## config.mk

```make
export PLATFORM = sky130hd
export DESIGN_NAME = code_mem_loader_flat
export DESIGN_NICKNAME = d
export VERILOG_FILES = /design/src/rtl/bpf_loader_pkg.sv /design/src/rtl/code_mem_loader_if.sv /design/src/rtl/strb_collector.sv /design/src/rtl/code_mem_loader.sv /design/src/flat_wrapper.sv
export SDC_FILE = /design/constraint.sdc
export NUM_CORES = 1
export LEC_CHECK = 0
export CAP_MARGIN = 20
export CORE_UTILIZATION = 43
export CTS_CLUSTER_DIAMETER = 80
export DETAILED_ROUTE_END_ITERATION = 10
export PLACE_DENSITY = 0.81
export SLEW_MARGIN = 40
export SYNTH_ARGS = -nofsm -noshare
export SYNTH_HDL_FRONTEND = slang
export SYNTH_SLANG_ARGS = --single-unit
```

## constraint.sdc

```tcl
create_clock -name clk -period 3.4 [get_ports clk]
set_input_delay 0.51 -clock clk [delete_from_list [all_inputs] [get_ports clk]]
set_output_delay 0.51 -clock clk [all_outputs]
set_load 0.05 [all_outputs]
```

## src/rtl/bpf_loader_pkg.sv

```systemverilog
// rtl/bpf_loader_pkg.sv - shared constants and FSM encoding for the code memory loader
package bpf_loader_pkg;
  localparam int WORD_W    = 32;
  localparam int WORDS_MIN = 1;
  localparam int WORDS_MAX = 8;

  typedef enum logic [1:0] {
    ST_IDLE = 2'd0,
    ST_LOAD = 2'd1,
    ST_FULL = 2'd2
  } load_state_e;
endpackage

```

## src/rtl/code_mem_loader_if.sv

```systemverilog
// rtl/code_mem_loader_if.sv - code memory write port between loader and memory
interface code_mem_loader_if #(
  parameter int CODE_ADDR_WIDTH = 9,
  parameter int WORDS           = 2
);
  localparam int CODE_DATA_WIDTH = bpf_loader_pkg::WORD_W * WORDS;

  logic [CODE_ADDR_WIDTH-1:0] code_mem_wr_addr;
  logic [CODE_DATA_WIDTH-1:0] code_mem_wr_data;
  logic                       code_mem_wr_en;

  modport master (output code_mem_wr_addr, output code_mem_wr_data, output code_mem_wr_en);
  modport slave  (input  code_mem_wr_addr, input  code_mem_wr_data, input  code_mem_wr_en);
endinterface

```

## src/rtl/strb_collector.sv

```systemverilog
// rtl/strb_collector.sv - word holding registers, valid mask and completion detect
// Optional duplicate-strobe flag under CODE_MEM_LOADER_DUP_ERR_EN.
module strb_collector
  import bpf_loader_pkg::*;
#(
  parameter int WORDS = 2
) (
  input  logic                     clk,
  input  logic                     rst,
  input  logic                     enable,
  input  logic [WORD_W*WORDS-1:0]  word_value,
  input  logic [WORDS-1:0]         word_strobe,
  output logic [WORD_W*WORDS-1:0]  hold,
  output logic                     complete,
  output logic                     dup_err
);
  logic [WORDS-1:0] mask;
  logic [WORDS-1:0] strobe_en;

  assign strobe_en = enable ? word_strobe : '0;
  assign complete  = enable && ((mask | word_strobe) == {WORDS{1'b1}});

  always_ff @(posedge clk or posedge rst) begin
    if (rst) begin
      hold <= '0;
    end else begin
      for (int k = 0; k < WORDS; k++) begin
        if (strobe_en[k]) hold[k*WORD_W +: WORD_W] <= word_value[k*WORD_W +: WORD_W];
      end
    end
  end

  // The completing cycle clears the mask so the next cycle starts a fresh instruction.
  always_ff @(posedge clk or posedge rst) begin
    if (rst) begin
      mask <= '0;
    end else if (!enable || complete) begin
      mask <= '0;
    end else begin
      mask <= mask | word_strobe;
    end
  end

`ifdef CODE_MEM_LOADER_DUP_ERR_EN
  logic overwrite;
  assign overwrite = enable && (|(word_strobe & mask)) && !complete;

  always_ff @(posedge clk or posedge rst) begin
    if (rst) begin
      dup_err <= 1'b0;
    end else if (!enable) begin
      dup_err <= 1'b0;
    end else if (overwrite) begin
      dup_err <= 1'b1;
    end
  end
`else
  assign dup_err = 1'b0;
`endif
endmodule

```

## src/rtl/code_mem_loader.sv

```systemverilog
// rtl/code_mem_loader.sv - assembles strobed 32-bit words into instructions and writes code memory
// Optional duplicate-strobe flag under CODE_MEM_LOADER_DUP_ERR_EN.
module code_mem_loader
  import bpf_loader_pkg::*;
#(
  parameter int CODE_ADDR_WIDTH = 9,
  parameter int WORDS           = 2
) (
  input  logic                      clk,
  input  logic                      rst,
  input  logic [WORD_W*WORDS-1:0]   word_value,
  input  logic [WORDS-1:0]          word_strobe,
  input  logic                      control_start,
  code_mem_loader_if.master         mem,
  output logic [CODE_ADDR_WIDTH:0]  inst_count,
  output logic                      mem_full,
  output logic                      dup_err
);
  localparam int                       DEPTH      = 2 ** CODE_ADDR_WIDTH;
  localparam logic [CODE_ADDR_WIDTH-1:0] ADDR_MAX   = '1;
  localparam logic [CODE_ADDR_WIDTH:0]   LAST_COUNT = (CODE_ADDR_WIDTH+1)'(DEPTH - 1);

  if ((WORDS < WORDS_MIN) || (WORDS > WORDS_MAX)) begin : g_bad_words
    $error("code_mem_loader: WORDS out of range");
  end

  load_state_e                 state, state_next;
  logic                        collect_en;
  logic                        complete;
  logic                        write_go;
  logic                        wr_en_q;
  logic [CODE_ADDR_WIDTH-1:0]  addr_q;
  logic [CODE_ADDR_WIDTH:0]    pending;
  logic [WORD_W*WORDS-1:0]     hold;

  assign collect_en = (state != ST_IDLE) && !control_start;
  // Count including a write still in flight, so the last-address decision is made on completion.
  assign pending    = inst_count + (CODE_ADDR_WIDTH+1)'(wr_en_q);

  strb_collector #(.WORDS(WORDS)) u_collect (
    .clk         (clk),
    .rst         (rst),
    .enable      (collect_en),
    .word_value  (word_value),
    .word_strobe (word_strobe),
    .hold        (hold),
    .complete    (complete),
    .dup_err     (dup_err)
  );

  always_ff @(posedge clk or posedge rst) begin
    if (rst) state <= ST_IDLE;
    else     state <= state_next;
  end

  always_comb begin
    state_next = state;
    write_go   = 1'b0;
    case (state)
      ST_IDLE: state_next = ST_LOAD;
      ST_LOAD: begin
        if (complete) begin
          write_go = 1'b1;
          if (pending == LAST_COUNT) state_next = ST_FULL;
        end
      end
      ST_FULL: state_next = ST_FULL;
      default: state_next = ST_IDLE;
    endcase
    if (control_start) begin
      state_next = ST_IDLE;
      write_go   = 1'b0;
    end
  end

  always_ff @(posedge clk or posedge rst) begin
    if (rst) begin
      wr_en_q    <= 1'b0;
      addr_q     <= '0;
      inst_count <= '0;
    end else begin
      wr_en_q <= write_go;
      if (state == ST_IDLE || control_start) begin
        addr_q     <= '0;
        inst_count <= '0;
      end else if (wr_en_q) begin
        inst_count <= inst_count + 1'b1;
        if (addr_q != ADDR_MAX) addr_q <= addr_q + 1'b1;
      end
    end
  end

  assign mem.code_mem_wr_addr = addr_q;
  assign mem.code_mem_wr_data = hold;
  assign mem.code_mem_wr_en   = wr_en_q;
  assign mem_full             = (state == ST_FULL);
endmodule
```

## src/flat_wrapper.sv

```systemverilog
// flat-port wrapper written by rule: the top's interface ports become plain ports
module code_mem_loader_flat import bpf_loader_pkg::*;
#(
  parameter int CODE_ADDR_WIDTH = 9,
  parameter int WORDS           = 2
)
  (clk, rst, word_value, word_strobe, control_start, inst_count, mem_full, dup_err, mem_code_mem_wr_addr, mem_code_mem_wr_data, mem_code_mem_wr_en);
  code_mem_loader_if #(.CODE_ADDR_WIDTH(CODE_ADDR_WIDTH), .WORDS(WORDS)) mem_i ();
  input  logic clk;
  input  logic rst;
  input  logic [WORD_W*WORDS-1:0] word_value;
  input  logic [WORDS-1:0] word_strobe;
  input  logic control_start;
  output logic [CODE_ADDR_WIDTH:0] inst_count;
  output logic mem_full;
  output logic dup_err;
  output wire logic [$bits(mem_i.code_mem_wr_addr)-1:0] mem_code_mem_wr_addr;
  output wire logic [$bits(mem_i.code_mem_wr_data)-1:0] mem_code_mem_wr_data;
  output wire logic [$bits(mem_i.code_mem_wr_en)-1:0] mem_code_mem_wr_en;
  assign mem_code_mem_wr_addr = mem_i.code_mem_wr_addr;
  assign mem_code_mem_wr_data = mem_i.code_mem_wr_data;
  assign mem_code_mem_wr_en = mem_i.code_mem_wr_en;
  code_mem_loader #(.CODE_ADDR_WIDTH(CODE_ADDR_WIDTH), .WORDS(WORDS)) u_core (.clk(clk), .rst(rst), .word_value(word_value), .word_strobe(word_strobe), .control_start(control_start), .mem(mem_i), .inst_count(inst_count), .mem_full(mem_full), .dup_err(dup_err));
endmodule
```

==> results of run 1 <==
[layout make-up]
type                    count  area (µm²)
clock buffers              11         131
clock inverters             5         105
fillers                   620        2690
inverters                   7        28.8
multi-input cells         171        1440
flip-flops and latches     88        2200
well taps                 105         131
repair buffers            156        1570
[worst paths after layout]
| path | start | endpoint | slack [ps] |
|---|---|---|---|
| setup / recovery | u_core.state[0] | mem_full | 1090 |
| hold / removal | u_core.u_collect.mask[1] | u_core.u_collect.mask[0] | 450 |
| setup reg to reg | u_core.state[0] | u_core.u_collect.hold[37] | 1170 |
| hold reg to reg | u_core.u_collect.mask[1] | u_core.u_collect.mask[0] | 450 |
| max in group asynchronous | rst | u_core.mem.code_mem_wr_addr[0] | 2180 |
| min in group asynchronous | rst | u_core.u_collect.hold[56] | 580 |
[power groups by stage]
stage	Clock [mW]	Combinational (mW)	Sequential [mW]
floorplan	0	0.618	3.04
global placement	0	3.00	1.66
detailed placement	0	3.04	1.68
CTS	0.880	3.05	1.67
global route	0.920	3.13	1.72
finish	0.856	3.02	1.66
[metal layers]
metal  GRT usage  routed length (µm)
met1       0.247                3470
met2       0.315                4140
met3      0.0861                 820
met4      0.0758                 140
met5           0                   0
[logic make-up after synthesis]
| family | count (synthesis) | synth area share |
|---|---|---|
| other cells | 1 | 0.00100 |
| flops | 88 | 0.590 |
| fa+ha+maj | 8 | 0.0268 |
| mux | 69 | 0.206 |
| compound gates | 8 | 0.0137 |
| xor+xnor | 15 | 0.0352 |
| buf+inv | 20 | 0.0261 |
| simple gates | 70 | 0.101 |
[cells in the final DEF, fill, tap and decap left out, drive strengths merged, types with 5 or more instances in the layout]
cell type        n
mux2            64
nand4            7
ha               8
nand2           13
dfrtp           88
clkbuf          11
inv              7
mux2i            5
xor2            11
nor2            24
clkdlybuf4s50  153
[per-stage QoR]
step | std cells | worst slack, ps
final | 543 | 1090
after floorplan | 279 | 611
after global placement | 527 | 771
after CTS | 543 | 1050
after detailed placement | 527 | 701
after global routing | 543 | 969
[sequential cells by signal, summed over array words and instances, names as in the netlist]
signal and flops:
u_core.inst_count 10, u_core.mem.code_mem_wr_addr 9, u_core.mem.code_mem_wr_en 1, u_core.state 2
u_core.u_collect.hold 64, u_core.u_collect.mask 2
[cell usage after synthesis (2+ instances only)]
| library cell | number |
|---|---|
| a21oi_1 | 3 |
| and3_1 | 2 |
| buf_2 | 7 |
| clkbuf_1 | 4 |
| dfrtp_1 | 88 |
| ha_1 | 8 |
| inv_1 | 7 |
| mux2_2 | 64 |
| mux2i_1 | 5 |
| nand2_1 | 13 |
| nand3_1 | 4 |
| nand4_1 | 5 |
| nor2_1 | 24 |
| nor3_1 | 4 |
| nor4_1 | 3 |
| o21ai_0 | 3 |
| or2b_2 | 3 |
| xnor2_1 | 4 |
| xor2_1 | 11 |
[worst reg2reg max path, stage by stage (launching register included)]
cell     delay [ps]
dfrtp_1         380
inv_1            70
ha_1            210
or2_2           500
nor2_2          160
buf_4           380
mux2_2          410
==> results.json, run 1 <==
{
  "status": "complete, no violations",
  "synth_area_mm2": 0.00373,
  "ys_seq_area_frac": 0.590,
  "grt_max_degree": 47,
  "yosysTopAreaCell": "dfrtp_1",
  "synthTopCellsByArea": "dfrtp_1 (59%), mux2_2 (19%), ha_1 (2.7%), xor2_1 (2.6%), nor2_1 (2.4%)",
  "fin_area_mm2": 0.00561,
  "die_x_um": 95.2,
  "synth_edf_count": 0,
  "hold_depth": 1,
  "power_frac_comb": 0.545,
  "slew_violations": 0,
  "fin_nets": 510,
  "power_mw": 5.54,
  "cp_slowest_cell": "clkdlybuf4s50_1",
  "rsz0062_at_grt": "no",
  "clkTransAtPathRegs_ps": 80,
  "setup_violations": 0,
  "syn2layout_area_growth_pct": 50.2,
  "p_leak_nw": 2.32,
  "start_util": 0.450,
  "clock-skew-final_ps": 9.17,
  "cts_setup_buffers": 0,
  "p_sw_frac": 0.446,
  "relSlewSlack": 0.601,
  "grt_pass1_wl_um": 13600,
  "dr.pass1.iters": 4,
  "clockBufferDepth": 2,
  "grt_usage": 0.202,
  "drc_errors": 0,
  "drive_gt1_frac": 0.219,
  "path_cells": "inv_1 > ha_1 > clkdlybuf4s50_1",
  "yosysWarnings": 0,
  "ctsHoldBuffers": 0,
  "startpoint_type": "flop",
  "tritoncts": "built",
  "fin_crit_sh": 0.680,
  "pwr_density_cell_mw_per_mm2": 987,
  "root_buffer": "clkbuf_8",
  "p_int_mw": 3.06,
  "port_buffers": 153,
  "critPathBufInv": 2,
  "avgSynthCellArea_um2": 13.4,
  "cts_resized": 0,
  "clkPwrFrac": 0.155,
  "synth_top_area_share": 0.590,
  "ys_types": 36,
  "path_max_fanout": 3,
  "cp.depth": 3,
  "antenna_found_initial": 0,
  "seq_power_share": 0.300,
  "hold_ws_ps": 452,
  "via_per_inst": 4.97,
  "clk_latency_ps": 350,
  "drt_iter0_markers": 91,
  "cts_buffers": 9,
  "post-dp-hpwl_um": 6270,
  "hold_viol": 0,
  "criticalPathCategory": "flop to primary output",
  "htree_levels": 3,
  "max-cap-violations": 0,
  "cp.arrival_ps": 1800,
  "cp_top_family": "buffers and inverters",
  "wirelength_um": 8570,
  "fin_util": 0.676,
  "synth_nets": 356,
  "grt_pass1_vias": 2782,
  "dieArea_mm2": 0.00906,
  "placed_area_mm2": 0.00537,
  "core_mm2": 0.00830,
  "postRouteAntennaNets": 0,
  "finalCriticalPeriod_ps": 2310,
  "synth_seq_cells": 88,
  "fin_setup_tns_ps": 0,
  "die_h_um": 95.2,
  "synth-main-ff-cell": "dfrtp_1",
  "syn-instance-count": 279,
  "ios": 155,
  "timing.fmax_ghz": 0.433,
  "min_path_type": "flop to flop",
  "worstRegToRegCells": 6,
  "clock-sinks": 88,
  "globalplace.congestion": 0.739,
  "critPathRequiredTime_ps": 2890,
  "vdd_drop_max_mv": 0.669,
  "rows": 33,
  "globalRoute.totalOverflow": 0,
  "async_reset_ff_frac": 1.00,
  "crit_path_end_kind": "primary output",
  "max_stage_delay_ps": 810,
  "num_vias": 2701,
  "worst_slew_pin_slew_ps": 597,
  "routedWlPerCell_um": 15.8,
  "n_antenna_cell": 0,
  "p_sw_mw": 2.47
}
(Power assumes the default switching activity.)
==> run 2: changes to the inputs <==
==> constraint.sdc (replaced) <==
create_clock -name clk -period 2.2 [get_ports clk]
set_input_delay 0.33 -clock clk [delete_from_list [all_inputs] [get_ports clk]]
set_output_delay 0.33 -clock clk [all_outputs]
set_load 0.05 [all_outputs]
==> results.json, run 2 (same netlist as run 1, synthesis figures left out) <==
{
  "num_vias": 2730,
  "max-cap-violations": 0,
  "pwr_density_cell_mw_per_mm2": 1480,
  "crit_path_end_kind": "primary output",
  "timing.rr.end": "u_core.state[0]",
  "die_h_um": 95.2,
  "fin_area_mm2": 0.00564,
  "clock-skew-final_ps": 9.52,
  "largest_reg_flops": 64,
  "power_mw": 8.35,
  "cp_slowest_cell": "clkdlybuf4s50_1",
  "drive_gt1_frac": 0.228,
  "fin_cells": 548,
  "cts_resized": 0,
  "globalRoute.totalOverflow": 0,
  "layout_common_cells": "clkdlybuf4s50_1 (153), dfrtp_1 (88), mux2_2 (64), nor2_1 (22), nand2_1 (13)",
  "grt_pass1_vias": 2861,
  "cp.depth": 3,
  "min_path_type": "input port to async pin",
  "grt_max_degree": 44,
  "drt-met1-wl_um": 3220,
  "rsz0062_at_grt": "no",
  "fin_setup_tns_ps": 0,
  "dp_cells": 533,
  "root_buffer": "clkbuf_8",
  "rows": 33,
  "p_leak_nw": 2.34,
  "cp_top_family": "buffers and inverters",
  "worstSetupStartpoint": "u_core.state[0]",
  "startpoint_type": "flop",
  "max_stage_delay_ps": 810,
  "vdd_drop_max_mv": 1.18,
  "ios": 155,
  "post-dp-hpwl_um": 6420,
  "dr.pass1.iters": 4,
  "r2r_start": "u_core.state[1]",
  "die_x_um": 95.2,
  "placed_area_mm2": 0.00546,
  "grt_pass1_wl_um": 13400,
  "core_mm2": 0.00830,
  "cts_setup_buffers": 0,
  "via_per_inst": 4.98,
  "worst_slew_pin_slew_ps": 554,
  "met2_length_um": 4180,
  "dr_wl_met3_um": 853,
  "drt_iter0_markers": 19,
  "n_antenna_cell": 0,
  "cts_buffers": 9,
  "slew_violations": 0,
  "hold_viol": 0,
  "clkTransAtPathRegs_ps": 90,
  "wirelength_um": 8400,
  "relSlewSlack": 0.630,
  "antenna_found_initial": 0,
  "critPathRequiredTime_ps": 1870,
  "clk_latency_ps": 340,
  "cp.arrival_ps": 1780,
  "path_cells": "inv_1 > ha_1 > clkdlybuf4s50_1",
  "start_util": 0.450,
  "routed.top_layer": "met4",
  "setup_violations": 0,
  "fin_util": 0.680,
  "clock-sinks": 88,
  "timing.reg2reg.setup_slack_ps": 280,
  "grt_usage": 0.197,
  "dieArea_mm2": 0.00906,
  "fin_crit_sh": 0.959,
  "ctsHoldBuffers": 0,
  "timing.fmax_ghz": 0.474,
  "critPathBufInv": 2,
  "drc_errors": 0,
  "clockBufferDepth": 2,
  "fin_nets": 516,
  "tritoncts": "built",
  "path_max_fanout": 3,
  "final_common_cell": "clkdlybuf4s50_1",
  "regMostFlops": "u_core.u_collect.hold",
  "criticalPathCategory": "flop to primary output",
  "htree_levels": 3,
  "syn2layout_area_growth_pct": 51.1,
  "worstRegToRegCells": 7,
  "finalCriticalPeriod_ps": 2110,
  "status": "complete, no violations",
  "globalplace.congestion": 0.755,
  "port_buffers": 153,
  "routedWlPerCell_um": 15.3,
  "postRouteAntennaNets": 0
}
-- run 2: changes by cell type in the layout (fill, tap and decap cells not counted), moves of 2 or more --
cell / previous run / this run
bufinv_16: 3 / 1
clkinv_2: 0 / 2
buf_12: 1 / 4
buf_4: 2 / 5
-- run 2: worst max-delay path by stage --
stage                                          end
global placement                   u_core.state[1]
global route                              mem_full
CTS                                       mem_full
floorplan           u_core.mem.code_mem_wr_addr[7]
detailed placement                 u_core.state[0]
finish                                    mem_full
-- run 2: worst register-to-register path, cell delays in order, from the launching register on --
cell and delay (ps):
dfrtp_1 390, inv_1 70, ha_1 180, or2_1 320, nor3_1 280, nand3_1 110
o31a_2 320, mux2i_1 180
-- run 2: metrics by stage --
step,hold slack (ps),worst slack (ps)
global route,376,9.74
floorplan,403,95.9
detailed placement,449,112
global placement,422,198
CTS,335,54.9
finish,336,90.5
-- run 2: cell type report --
class	count	area, µm²
multi-input cells	171	1440
clock inverters	5	56.3
clock buffers	10	128
inverters	7	30.0
fillers	616	2660
well taps	105	131
flip-flops and latches	88	2200
repair buffers	162	1650
-- run 2: report_power, final --
part           switching (mW)  internal (mW)  total [mW]
clock network           0.546          0.520        1.07
registers               0.320           2.24        2.56
logic                    2.94           1.78        4.72
-- run 2: metal layers --
metal,global-route usage,up-vias
li1,-,1271
met1,0.225,1342
met2,0.325,105
met3,0.0805,12
met4,0.0859,0
met5,0,-
==> run 3: changes to the inputs <==
--- a/config.mk
+++ b/config.mk
@@ -9,6 +9,7 @@
 export CORE_UTILIZATION = 43
 export CTS_CLUSTER_DIAMETER = 80
 export DETAILED_ROUTE_END_ITERATION = 10
+export MAX_ROUTING_LAYER = met4
 export PLACE_DENSITY = 0.81
 export SLEW_MARGIN = 40
 export SYNTH_ARGS = -nofsm -noshare
==> results.json, run 3 (same netlist as run 1, synthesis figures left out) <==
{
  "pwr_density_cell_mw_per_mm2": 1480,
  "clock-sinks": 88,
  "routedWlPerCell_um": 15.3,
  "globalRoute.totalOverflow": 0,
  "worstRegToRegCells": 7,
  "ctsHoldBuffers": 0,
  "fin_nets": 516,
  "die_h_um": 95.2,
  "fin_setup_tns_ps": 0,
  "p_leak_nw": 2.34,
  "hold_viol": 0,
  "drive_gt1_frac": 0.228,
  "timing.fmax_ghz": 0.474,
  "fin_crit_sh": 0.959,
  "start_util": 0.450,
  "worst_slew_pin_slew_ps": 556,
  "n_antenna_cell": 0,
  "drt_iter0_markers": 21,
  "criticalPathCategory": "flop to primary output",
  "port_buffers": 153,
  "final_common_cell": "clkdlybuf4s50_1",
  "htree_levels": 3,
  "grt_max_degree": 44,
  "path_cells": "inv_1 > ha_1 > clkdlybuf4s50_1",
  "rsz0062_at_grt": "no",
  "clock-skew-final_ps": 10.1,
  "regMostFlops": "u_core.u_collect.hold",
  "slew_violations": 0,
  "n_fill_cell": 616,
  "top_usage_layer": "met2",
  "setup_violations": 0,
  "max_stage_delay_ps": 810,
  "cts_buffers": 9,
  "cts_setup_buffers": 0,
  "path_max_fanout": 3,
  "tritoncts": "built",
  "wirelength_um": 8380,
  "num_vias": 2743,
  "finalCriticalPeriod_ps": 2110,
  "min_path_type": "input port to async pin",
  "crit_path_end_kind": "primary output",
  "clk_latency_ps": 340,
  "power_mw": 8.35,
  "via_per_inst": 5.01,
  "post-dp-hpwl_um": 6420,
  "die_x_um": 95.2,
  "dr.pass1.iters": 4,
  "startpoint_type": "flop",
  "status": "complete, no violations",
  "postRouteAntennaNets": 0,
  "max-cap-violations": 0,
  "antenna_found_initial": 0,
  "relSlewSlack": 0.628,
  "rows": 33,
  "grt_usage": 0.203,
  "syn2layout_area_growth_pct": 51.1,
  "dieArea_mm2": 0.00906,
  "largest_reg_flops": 64,
  "drc_errors": 0,
  "met3_usage": 0.0622,
  "critPathRequiredTime_ps": 1870,
  "clkTransAtPathRegs_ps": 90,
  "grt_pass1_vias": 2865,
  "vdd_drop_max_mv": 1.18,
  "core_mm2": 0.00830,
  "met2_usage": 0.325,
  "globalplace.congestion": 0.765,
  "layout_common_cells": "clkdlybuf4s50_1 (153), dfrtp_1 (88), mux2_2 (64), nor2_1 (22), nand2_1 (13)",
  "grt_util_met1": 0.237,
  "root_buffer": "clkbuf_8",
  "clockBufferDepth": 2,
  "cp_slowest_cell": "clkdlybuf4s50_1",
  "grt_pass1_wl_um": 13400,
  "ios": 155,
  "cp.arrival_ps": 1780,
  "cts_resized": 0
}
[run 3: metal layers]
metal	part of all wire	vias to the layer above
met5	0	-
met4	0.017	0
met3	0.081	12
met2	0.50	105
met1	0.40	1356
li1	-	1270
[run 3: critical path, delay by kind of cell (launching register included)]
family,cells,cell delay [ps]
flops,1,400
buf+inv,2,890
fa+ha+maj,1,150
[run 3: power breakdown]
group,total (mW),switching (mW),internal [mW],leakage (nW)
registers,2.56,0.320,2.24,1.09
logic,4.72,2.94,1.78,1.15
clock network,1.06,0.545,0.520,0.0925
[run 3: cell type report]
class | count | area [µm²] | share of cell area
multi-input cells | 171 | 1440 | 0.256
repair buffers | 162 | 1650 | 0.292
inverters | 7 | 30.0 | 0.00532
clock buffers | 10 | 128 | 0.0226
flip-flops and latches | 88 | 2200 | 0.390
clock inverters | 5 | 56.3 | 0.00998
well taps | 105 | 131 | 0.0233
[run 3: stage by stage]
step	hold WS (ps)	setup WS [ps]	std cells	cell area, µm²	utilization
floorplan	403	95.9	279	3740	-
global placement	422	198	533	5460	0.657
detailed placement	449	112	533	5460	0.657
CTS	335	54.9	548	5640	0.680
global route	376	9.73	548	5640	0.680
finish	336	89.5	548	5640	0.680
[run 3: worst paths after layout]
check                                         start                         to  slack [ps]
min                                             rst   u_core.u_collect.hold[0]         340
max in group asynchronous                       rst  u_core.u_collect.hold[50]        1310
max                                 u_core.state[0]                   mem_full          90
min reg2reg                u_core.u_collect.mask[0]   u_core.u_collect.mask[1]         430
max reg2reg                         u_core.state[1]            u_core.state[0]         280
min in group clk           u_core.u_collect.mask[0]   u_core.u_collect.mask[1]         430
